**src/rtl/cpu_pkg.sv**
```systemverilog
// Shared CPU definitions: word width, NOP encoding, default instruction
// memory size, fetch-stage state type and a fetch address check.
package cpu_pkg;

   localparam int WORD_W = 32;
   localparam logic [WORD_W-1:0] NOP_INSTR = 32'h0000_0000;
   localparam int DEF_IMEM_BYTES = 256;

   typedef enum logic [1:0] {
      BOOT  = 2'd0,
      FETCH = 2'd1,
      FAULT = 2'd2
   } if_state_t;

   // A fetch address is usable when it is word aligned and leaves room
   // for a full word below the end of instruction memory.
   function automatic logic fetch_addr_ok(input logic [WORD_W-1:0] addr,
                                          input logic [WORD_W-1:0] last_addr);
      return (addr[1:0] == 2'b00) && (addr <= last_addr);
   endfunction

endpackage

```
**src/rtl/ifid_reg.sv**
```systemverilog
// Pipeline register between two stages. Bubble wins over load; with
// neither asserted the contents hold. A bubble clears the instruction and
// valid flag but keeps the pc fields so they still name the last slot.
module ifid_reg
   import cpu_pkg::*;
#(
   parameter int W = WORD_W
) (
   input  logic         clk,
   input  logic         rst_n,
   input  logic         load,
   input  logic         bubble,
   input  logic [W-1:0] instr_d,
   input  logic [W-1:0] pc_d,
   input  logic [W-1:0] pc4_d,
   output logic [W-1:0] instr_q,
   output logic [W-1:0] pc_q,
   output logic [W-1:0] pc4_q,
   output logic         valid_q
);

   // Stage register: bubble, load or hold.
   always_ff @(posedge clk or negedge rst_n) begin
      if (!rst_n) begin
         instr_q <= '0;
         pc_q    <= '0;
         pc4_q   <= '0;
         valid_q <= 1'b0;
      end else if (bubble) begin
         instr_q <= W'(NOP_INSTR);
         valid_q <= 1'b0;
      end else if (load) begin
         instr_q <= instr_d;
         pc_q    <= pc_d;
         pc4_q   <= pc4_d;
         valid_q <= 1'b1;
      end
   end

endmodule

```
**src/rtl/if_stage.sv**
```systemverilog
// Instruction fetch stage: owns the PC, addresses the instruction RAM,
// captures the returned word into IF/ID, and halts with a sticky fault on
// a misaligned or out-of-range fetch target.
module if_stage
   import cpu_pkg::*;
#(
   parameter logic [31:0] RESET_PC   = 32'h0000_0000,
   parameter int          IMEM_BYTES = DEF_IMEM_BYTES
) (
   input  logic        clk,
   input  logic        rst_n,
   input  logic        stall,
   input  logic        branch_taken,
   input  logic [31:0] branch_target,
   input  logic        flush,
   output logic        imem_en,
   output logic [31:0] imem_addr,
   input  logic [31:0] imem_data,
   output logic [31:0] ifid_instr,
   output logic [31:0] ifid_pc,
   output logic [31:0] ifid_pc4,
   output logic        ifid_valid,
   output logic        fault,
   output logic [31:0] fault_pc
);

   // Highest address from which a whole word can still be fetched.
   localparam logic [31:0] LAST_ADDR = 32'(IMEM_BYTES - 4);

   if_state_t   state_reg, state_next;
   logic [31:0] pc_reg, pc_next;
   logic        fault_reg, fault_next;
   logic [31:0] fault_pc_reg, fault_pc_next;
   logic [31:0] pc_seq;
   logic        ifid_load, ifid_bubble;

   assign pc_seq = pc_reg + 32'd4;

   // State, PC and fault capture registers.
   always_ff @(posedge clk or negedge rst_n) begin
      if (!rst_n) begin
         state_reg    <= BOOT;
         pc_reg       <= RESET_PC;
         fault_reg    <= 1'b0;
         fault_pc_reg <= '0;
      end else begin
         state_reg    <= state_next;
         pc_reg       <= pc_next;
         fault_reg    <= fault_next;
         fault_pc_reg <= fault_pc_next;
      end
   end

   // Next-state, next-PC and IF/ID control; branch beats flush beats stall.
   always_comb begin
      state_next    = state_reg;
      pc_next       = pc_reg;
      fault_next    = fault_reg;
      fault_pc_next = fault_pc_reg;
      ifid_load     = 1'b0;
      ifid_bubble   = 1'b0;
      case (state_reg)
         BOOT: begin
            ifid_bubble = 1'b1;
            state_next  = FETCH;
         end
         FETCH: begin
            if (branch_taken) begin
               ifid_bubble = 1'b1;
               if (fetch_addr_ok(branch_target, LAST_ADDR)) begin
                  pc_next = branch_target;
               end else begin
                  state_next    = FAULT;
                  fault_next    = 1'b1;
                  fault_pc_next = branch_target;
               end
            end else if (flush || !stall) begin
               // A flush squashes the captured word but the PC still
               // advances unless the hazard unit is holding it.
               ifid_bubble = flush;
               ifid_load   = !flush;
               if (!stall) begin
                  if (pc_seq > LAST_ADDR) begin
                     // Word at pc is still delivered; the overrun address
                     // is reported and the PC stays on the last word.
                     state_next    = FAULT;
                     fault_next    = 1'b1;
                     fault_pc_next = pc_seq;
                  end else begin
                     pc_next = pc_seq;
                  end
               end
            end
         end
         FAULT: begin
            ifid_bubble = 1'b1;
         end
         default: begin
            ifid_bubble = 1'b1;
            state_next  = FAULT;
         end
      endcase
   end

   // RAM is only read in FETCH when not stalled; rst_n gates it directly
   // so the enable falls the moment reset is asserted.
   assign imem_en   = rst_n && (state_reg == FETCH) && !stall;
   assign imem_addr = {pc_reg[31:2], 2'b00};
   assign fault     = fault_reg;
   assign fault_pc  = fault_pc_reg;

   ifid_reg #(.W(WORD_W)) u_ifid (
      .clk     (clk),
      .rst_n   (rst_n),
      .load    (ifid_load),
      .bubble  (ifid_bubble),
      .instr_d (imem_data),
      .pc_d    (pc_reg),
      .pc4_d   (pc_seq),
      .instr_q (ifid_instr),
      .pc_q    (ifid_pc),
      .pc4_q   (ifid_pc4),
      .valid_q (ifid_valid)
   );

endmodule
```
**config.mk**
```make
export PLATFORM = sky130hd
export DESIGN_NAME = if_stage
export DESIGN_NICKNAME = d
export VERILOG_FILES = /design/src/rtl/cpu_pkg.sv /design/src/rtl/ifid_reg.sv /design/src/rtl/if_stage.sv
export SDC_FILE = /design/constraint.sdc
export NUM_CORES = 1
export LEC_CHECK = 0
export BUFFER_PORTS_ARGS = -buffer_cell sky130_fd_sc_hd__buf_4
export CAP_MARGIN = 20
export CORE_MARGIN = 3
export CORE_UTILIZATION = 50
export CTS_CLUSTER_SIZE = 8
export DETAILED_ROUTE_END_ITERATION = 8
export GPL_ROUTABILITY_DRIVEN = 0
export HOLD_SLACK_MARGIN = 0.12
export PLACE_DENSITY = 0.77
export REMOVE_ABC_BUFFERS = 1
export SETUP_SLACK_MARGIN = 0.3
export SYNTH_ARGS = -nofsm -noshare
export SYNTH_HDL_FRONTEND = slang
export SYNTH_HIERARCHICAL = 1
export SYNTH_SLANG_ARGS = --single-unit
```
**constraint.sdc**
```tcl
create_clock -name clk -period 6.25 [get_ports clk]
set_clock_uncertainty 0.2 [all_clocks]
set_input_delay 0 -clock clk [delete_from_list [all_inputs] [get_ports clk]]
set_output_delay 0 -clock clk [all_outputs]
set_load 0.005 [all_outputs]
```
Word-level counts from Yosys, hierarchy flattened
Cells that the tools add are included.

word-level totals
  flip-flop bits (word level) = 164
  output and inout bits = 163

cells by class
  add/subtract/negate cells = 1
  magnitude comparators = 2
  eq/ne operators = 10
  muxes and demuxes = 31
  bitwise gates (word level) = 2
  reduce and logical (&&, ||, !) cells = 15

operators with widths
  cell                                                    count
  2-to-1 mux 32 bit                                       12
  adder 32 x 3 -> 32 bit (second input constant)          1
  > comparator 32 x 8 -> 1 bit (second input constant)    1
  <= comparator 32 x 8 -> 1 bit (second input constant)   1
  AND reduction 5 bit                                     3
  2-to-1 mux 1 bit                                        13
  inequality test 3 bit (second input constant)           4
  2-to-1 mux 2 bit                                        5
  one-hot mux 2 bit (3 select lines)                      1
  nonzero test 2 bit                                      3
  zero test 2 bit                                         2
  inequality test 2 x 1 -> 1 bit (second input constant)  2
  inequality test 2 bit (second input constant)           2
  logical AND 1 bit                                       3
  == test 2 x 1 -> 1 bit (second input constant)          1
  == test 2 bit (second input constant)                   1
  zero test 1 bit                                         2
  inverter 1 bit                                          2
  AND reduction 2 bit                                     1
  logical OR 1 bit                                        1

Logic depth before layout (Yosys ltp)
  depth in word-level cells = 7
  depth in mapped cells = 11

Cells and area by module
Netlist, hierarchy kept.

by module, submodules not included
  module    instances  cells an instance  area each (sq um)
  if_stage  1          416                4127.7
  ifid_reg  1          243                4012.6

Worst setup path after synthesis
No wires, ideal clock.

  path type = register to register
  from = register pc_reg[10]
  to = register fault_pc_reg[10] (netlist: fault_pc[10])
  library setup time = 0.125 ns
  data arrival time = 2.983 ns
  required time = 5.925 ns
  slack = 2.941 ns
  cell stages (with the launch flop) = 12
  cells stage by stage = dfrtp_1 buf_2 and4_1 buf_2 nand4_1 nor4_1 mux2_2 a2111oi_2 nand3_2 nand3_4 buf_6 mux2_4

on the way
  cells in the longest elaborated chain, start to end = 5
  elaborated cells between the ends (all ways) = 8
  those cells by class = add/sub: 1; order compare: 1; mux: 4; reduce/logical: 2

ends and longest elaborated chain
  what                                                                  line            text
  start, declared                                                       if_stage.sv:31  logic [31:0] pc_reg, pc_next;
  start signal, assigned                                                if_stage.sv:48  pc_reg <= pc_next;
  adder 32 x 3 -> 32 bit *                                              if_stage.sv:37  assign pc_seq = pc_reg + 32'd4;
  branches (longest 4 deep; another with > comparator 32 x 8 -> 1 bit)  --
  end signal, assigned                                                  if_stage.sv:50  fault_pc_reg <= fault_pc_next;
  end, declared                                                         if_stage.sv:33  logic [31:0] fault_pc_reg, fault_pc_next;

Every way passes the cells marked *. The select of a mux whose other input is x is not followed.
A chain may end at the register's enable or synchronous reset.

Worst setup path after layout
  from = register pc_reg[9]
  to = register pc_reg[2]

on the way
  cells in the longest elaborated chain, start to end = 4

ends and longest elaborated chain
  what                                    line            text
  adder 32 x 3 -> 32 bit                  if_stage.sv:37
  > comparator 32 x 8 -> 1 bit            if_stage.sv:83  if (pc_seq > LAST_ADDR) begin
  inequality test 2 bit (no source line)  --
  AND reduction 5 bit (no source line)    --

Every way passes these cells.

==> results.sh <==
export IMPL_layout_cells_most_common_list="sky130_fd_sc_hd__buf_4 (233), sky130_fd_sc_hd__dfrtp_1 (164), sky130_fd_sc_hd__dlygate4sd3_1 (129)"
export IMPL_ys_seq_elements=164
export IMPL_outcome="finished, final reports clean"
export IMPL_drt_pass1_iterations=6
export IMPL_path_buf_inv=1
export IMPL_actual_slew_at_the_worst_max_slew_pin_ns=1.06
export IMPL_class_of_the_worst_hold_path="in2reg"
export IMPL_i_o_pin_total=232
export IMPL_cts_num_sinks=164
export IMPL_final_critical_path_setup_slack_ns=1.90
export IMPL_worst_endpoint_arrival_ns=4.51
export IMPL_detail_route_antenna_nets=0
export IMPL_insertedDiodeCount=0
export IMPL_route_detailed_drc=0
export IMPL_synthToLayoutAreaGrowth_pct=42.4
export IMPL_slew_limit_headroom=0.291
export IMPL_tns_ns=0
export IMPL_initial_antenna_violation_count=0
export IMPL_finalMaxSlewViolations=0
export IMPL_async_flop_share=1.00
export IMPL_hpwlAfterDp_um=15600
export IMPL_crit_slowest_cell="sky130_fd_sc_hd__dlygate4sd3_1"
export IMPL_finish_utilization=0.730
export IMPL_final_min_clock_period_ns=4.35
export IMPL_drive_gt1_frac=0.383
export IMPL_ctsRootBufferMaster="sky130_fd_sc_hd__clkbuf_16"
export IMPL_synth_cell_type_count=58
export IMPL_layout_cell_area_non_filler_mm2=0.0116
export IMPL_grt_remaining_overflow=0
export IMPL_mappedNetlistArea_mm2=0.00814
export IMPL_cp_cell_sequence="and4_1 -> nand4_1 -> nor4_1 -> mux2_2 -> a2111oi_2 -> a31o_2 -> nand2_4 -> o22ai_1 -> dlygate4sd3_1"
export IMPL_num_vias=6638
export IMPL_h_tree_levels=4
export IMPL_worst_setup_path_start_kind="flop"
export IMPL_largest_net_degree_at_the_start_of_global_routing=99
export IMPL_period_share=0.696
export IMPL_dpl_instance_area_mm2=0.00966
export IMPL_detailedRoute_firstIterationViolations=573
export IMPL_synth_main_ff_cell="sky130_fd_sc_hd__dfrtp_1"
export IMPL_cap_violations=0
export IMPL_most_common_cell_after_layout_fill_and_taps_aside="sky130_fd_sc_hd__buf_4"
export IMPL_port_buffer_count=229
export IMPL_number_of_cells_produced_by_synthesis=659
export IMPL_post_cts_resized_instances=0
export IMPL_power_per_cell_area_mw_per_mm2=219
export IMPL_crit_type="reg2reg"
export IMPL_worstPathRequired_ns=6.41
export IMPL_cellLeakagePower_nw=5.75
export IMPL_crit_path_max_incr_delay_ns=0.59
export IMPL_wl_per_cell_um=21.7
export IMPL_finalNetCount=1047
export IMPL_yosysWarningCount=6
export IMPL_clk_pin_slew_ns=0.07
export IMPL_fin_total_pwr_mw=2.54
export IMPL_clk_path_buf_depth=2
export IMPL_effective_utilization_at_floorplan=0.512
export IMPL_worstPathMaxFanout=25
export IMPL_postRouteWirelength_um=26200
export IMPL_fin_worst_hold_slack_ns=0.226
export IMPL_via_count_of_the_first_global_routing_pass=6891
export IMPL_fp_row_count=46
export IMPL_viasPerCell=5.51
export IMPL_die_width_um=134
export IMPL_finish_cell_count_without_fillers=1205
export IMPL_synth_enable_flop_cells=0
export IMPL_grt_setup_unrepaired="false"
export IMPL_cts_tree="built"
export IMPL_floorplan_die_area_mm2=0.0178
export IMPL_post_cts_setup_buffers=0
export IMPL_timing_critical_path_max_delay_family="simple AND/OR/NAND/NOR gates"
export IMPL_die_h_um=134
export IMPL_vdd_drop_max_v=0.000187
export IMPL_clock_fmax_ghz=0.230
export IMPL_clk_latency_ns=0.43
export IMPL_cts_buffers_inserted=17
export IMPL_final_setup_viol_count=0
export IMPL_timing_hold_violations_final=0
export IMPL_endpoint_kind="flop"
export IMPL_ys_seq_area_frac=0.504
export IMPL_groute_usage_overall=0.296
export IMPL_syn_area_per_cell_um2=12.4
export IMPL_grt_first_pass_wirelength_um=40800
export IMPL_core_region_area_mm2=0.0159
export IMPL_dpl_cell_count=1043
export IMPL_placement_setup_worst_slack_ns=2.23
[routing by layer]
metal | wire [um] | vias up | global-route usage | part of all wire
met2 | 13000 | 353 | 0.499 | 0.50
met3 | 2060 | 58 | 0.0695 | 0.079
met1 | 10400 | 3319 | 0.376 | 0.40
li1 | - | 2908 | - | -
met5 | 0 | - | 0 | 0
met4 | 731 | 0 | 0.106 | 0.028
[worst register-to-register path, cell delays in order, from the launching register on]
cell and delay, ns:
sky130_fd_sc_hd__dfrtp_1 0.56, sky130_fd_sc_hd__and4_1 0.37, sky130_fd_sc_hd__nand4_1 0.36, sky130_fd_sc_hd__nor4_1 0.52, sky130_fd_sc_hd__mux2_2 0.41, sky130_fd_sc_hd__a2111oi_2 0.46, sky130_fd_sc_hd__a31o_2 0.38, sky130_fd_sc_hd__nand2_4 0.22
sky130_fd_sc_hd__o22ai_1 0.22, sky130_fd_sc_hd__dlygate4sd3_1 0.59
[what timing repair did]
action | 4_1_cts | 5_1_grt
endpoints found under the hold margin | 179 | 0
hold buffers | 130 | 0
endpoints found under the setup margin | 0 | 0
[power breakdown]
| part | total [mW] | leakage [nW] | internal (mW) | switching, mW |
|---|---|---|---|---|
| clock network | 1.09 | 0.296 | 0.650 | 0.437 |
| registers | 1.15 | 2.20 | 1.12 | 0.0387 |
| logic | 0.296 | 3.26 | 0.182 | 0.114 |
[area by class of cell]
class,count,area (um^2)
Sequential cell,164,4100
Multi-Input combinational cell,410,3460
Tap cell,216,270
Clock buffer,20,457
Inverter,19,71.3
Clock inverter,12,155
Fill cell,1053,4290
Timing Repair Buffer,364,3080
[synth_stat cells, types with 2 or more instances]
library cell / n / share of area
sky130_fd_sc_hd__a21o_1: 10 / 0.0092
sky130_fd_sc_hd__nand4_2: 2 / 0.0031
sky130_fd_sc_hd__nor3_1: 6 / 0.0037
sky130_fd_sc_hd__xnor2_1: 15 / 0.016
sky130_fd_sc_hd__nand4_1: 10 / 0.0077
sky130_fd_sc_hd__nand2_1: 33 / 0.015
sky130_fd_sc_hd__and3_1: 4 / 0.0031
sky130_fd_sc_hd__clkbuf_1: 10 / 0.0046
sky130_fd_sc_hd__o21a_1: 2 / 0.0018
sky130_fd_sc_hd__nor4_1: 14 / 0.011
sky130_fd_sc_hd__xor2_1: 7 / 0.0075
sky130_fd_sc_hd__a21oi_1: 10 / 0.0061
sky130_fd_sc_hd__nor2_1: 52 / 0.024
sky130_fd_sc_hd__inv_1: 18 / 0.0083
sky130_fd_sc_hd__buf_12: 6 / 0.015
sky130_fd_sc_hd__nand2b_1: 6 / 0.0046
sky130_fd_sc_hd__dfrtp_1: 164 / 0.50
sky130_fd_sc_hd__buf_4: 32 / 0.030
sky130_fd_sc_hd__o31ai_1: 5 / 0.0046
sky130_fd_sc_hd__mux2i_1: 45 / 0.055
sky130_fd_sc_hd__ha_1: 2 / 0.0031
sky130_fd_sc_hd__or2_2: 2 / 0.0015
sky130_fd_sc_hd__or4_1: 9 / 0.0083
sky130_fd_sc_hd__o21ai_0: 8 / 0.0049
sky130_fd_sc_hd__a31oi_1: 3 / 0.0023
sky130_fd_sc_hd__and4_1: 5 / 0.0054
sky130_fd_sc_hd__mux2_4: 75 / 0.14
sky130_fd_sc_hd__a41oi_1: 2 / 0.0022
sky130_fd_sc_hd__buf_2: 14 / 0.0086
sky130_fd_sc_hd__nand3_1: 12 / 0.0074
sky130_fd_sc_hd__mux2_2: 23 / 0.032
sky130_fd_sc_hd__and2_1: 25 / 0.019
sky130_fd_sc_hd__buf_6: 3 / 0.0041
[path summary, 6_finish.rpt]
path | start | endpoint | slack [ns] | cells past startpoint
max | pc_reg[9] | pc_reg[2] | 1.90 | 9
min reg2reg | fault_pc[29] | fault_pc[29] | 0.29 | 1
max reg2reg | pc_reg[9] | pc_reg[2] | 1.90 | 9
max in group asynchronous | rst_n | u_ifid/pc_q[16] | 4.58 | 4
min | branch_target[30] | fault_pc[30] | 0.23 | 4
min in group asynchronous | rst_n | fault_pc[21] | 0.52 | 4
[logic make-up (layout without fill, tap and decap cells)]
logic type,count (synthesis),in the layout,share of synthesized area
AND/OR/NAND/NOR,188,188,0.125
adder cells (fa/ha/maj),2,2,0.00307
XOR/XNOR,22,22,0.0237
multiplexers,143,143,0.225
AO/OA/AOI/OAI,53,53,0.0457
flip-flops,164,164,0.504
other,1,2,0.000461
buffers and inverters,86,415,0.0727
Power figures use the tool's default switching activity.
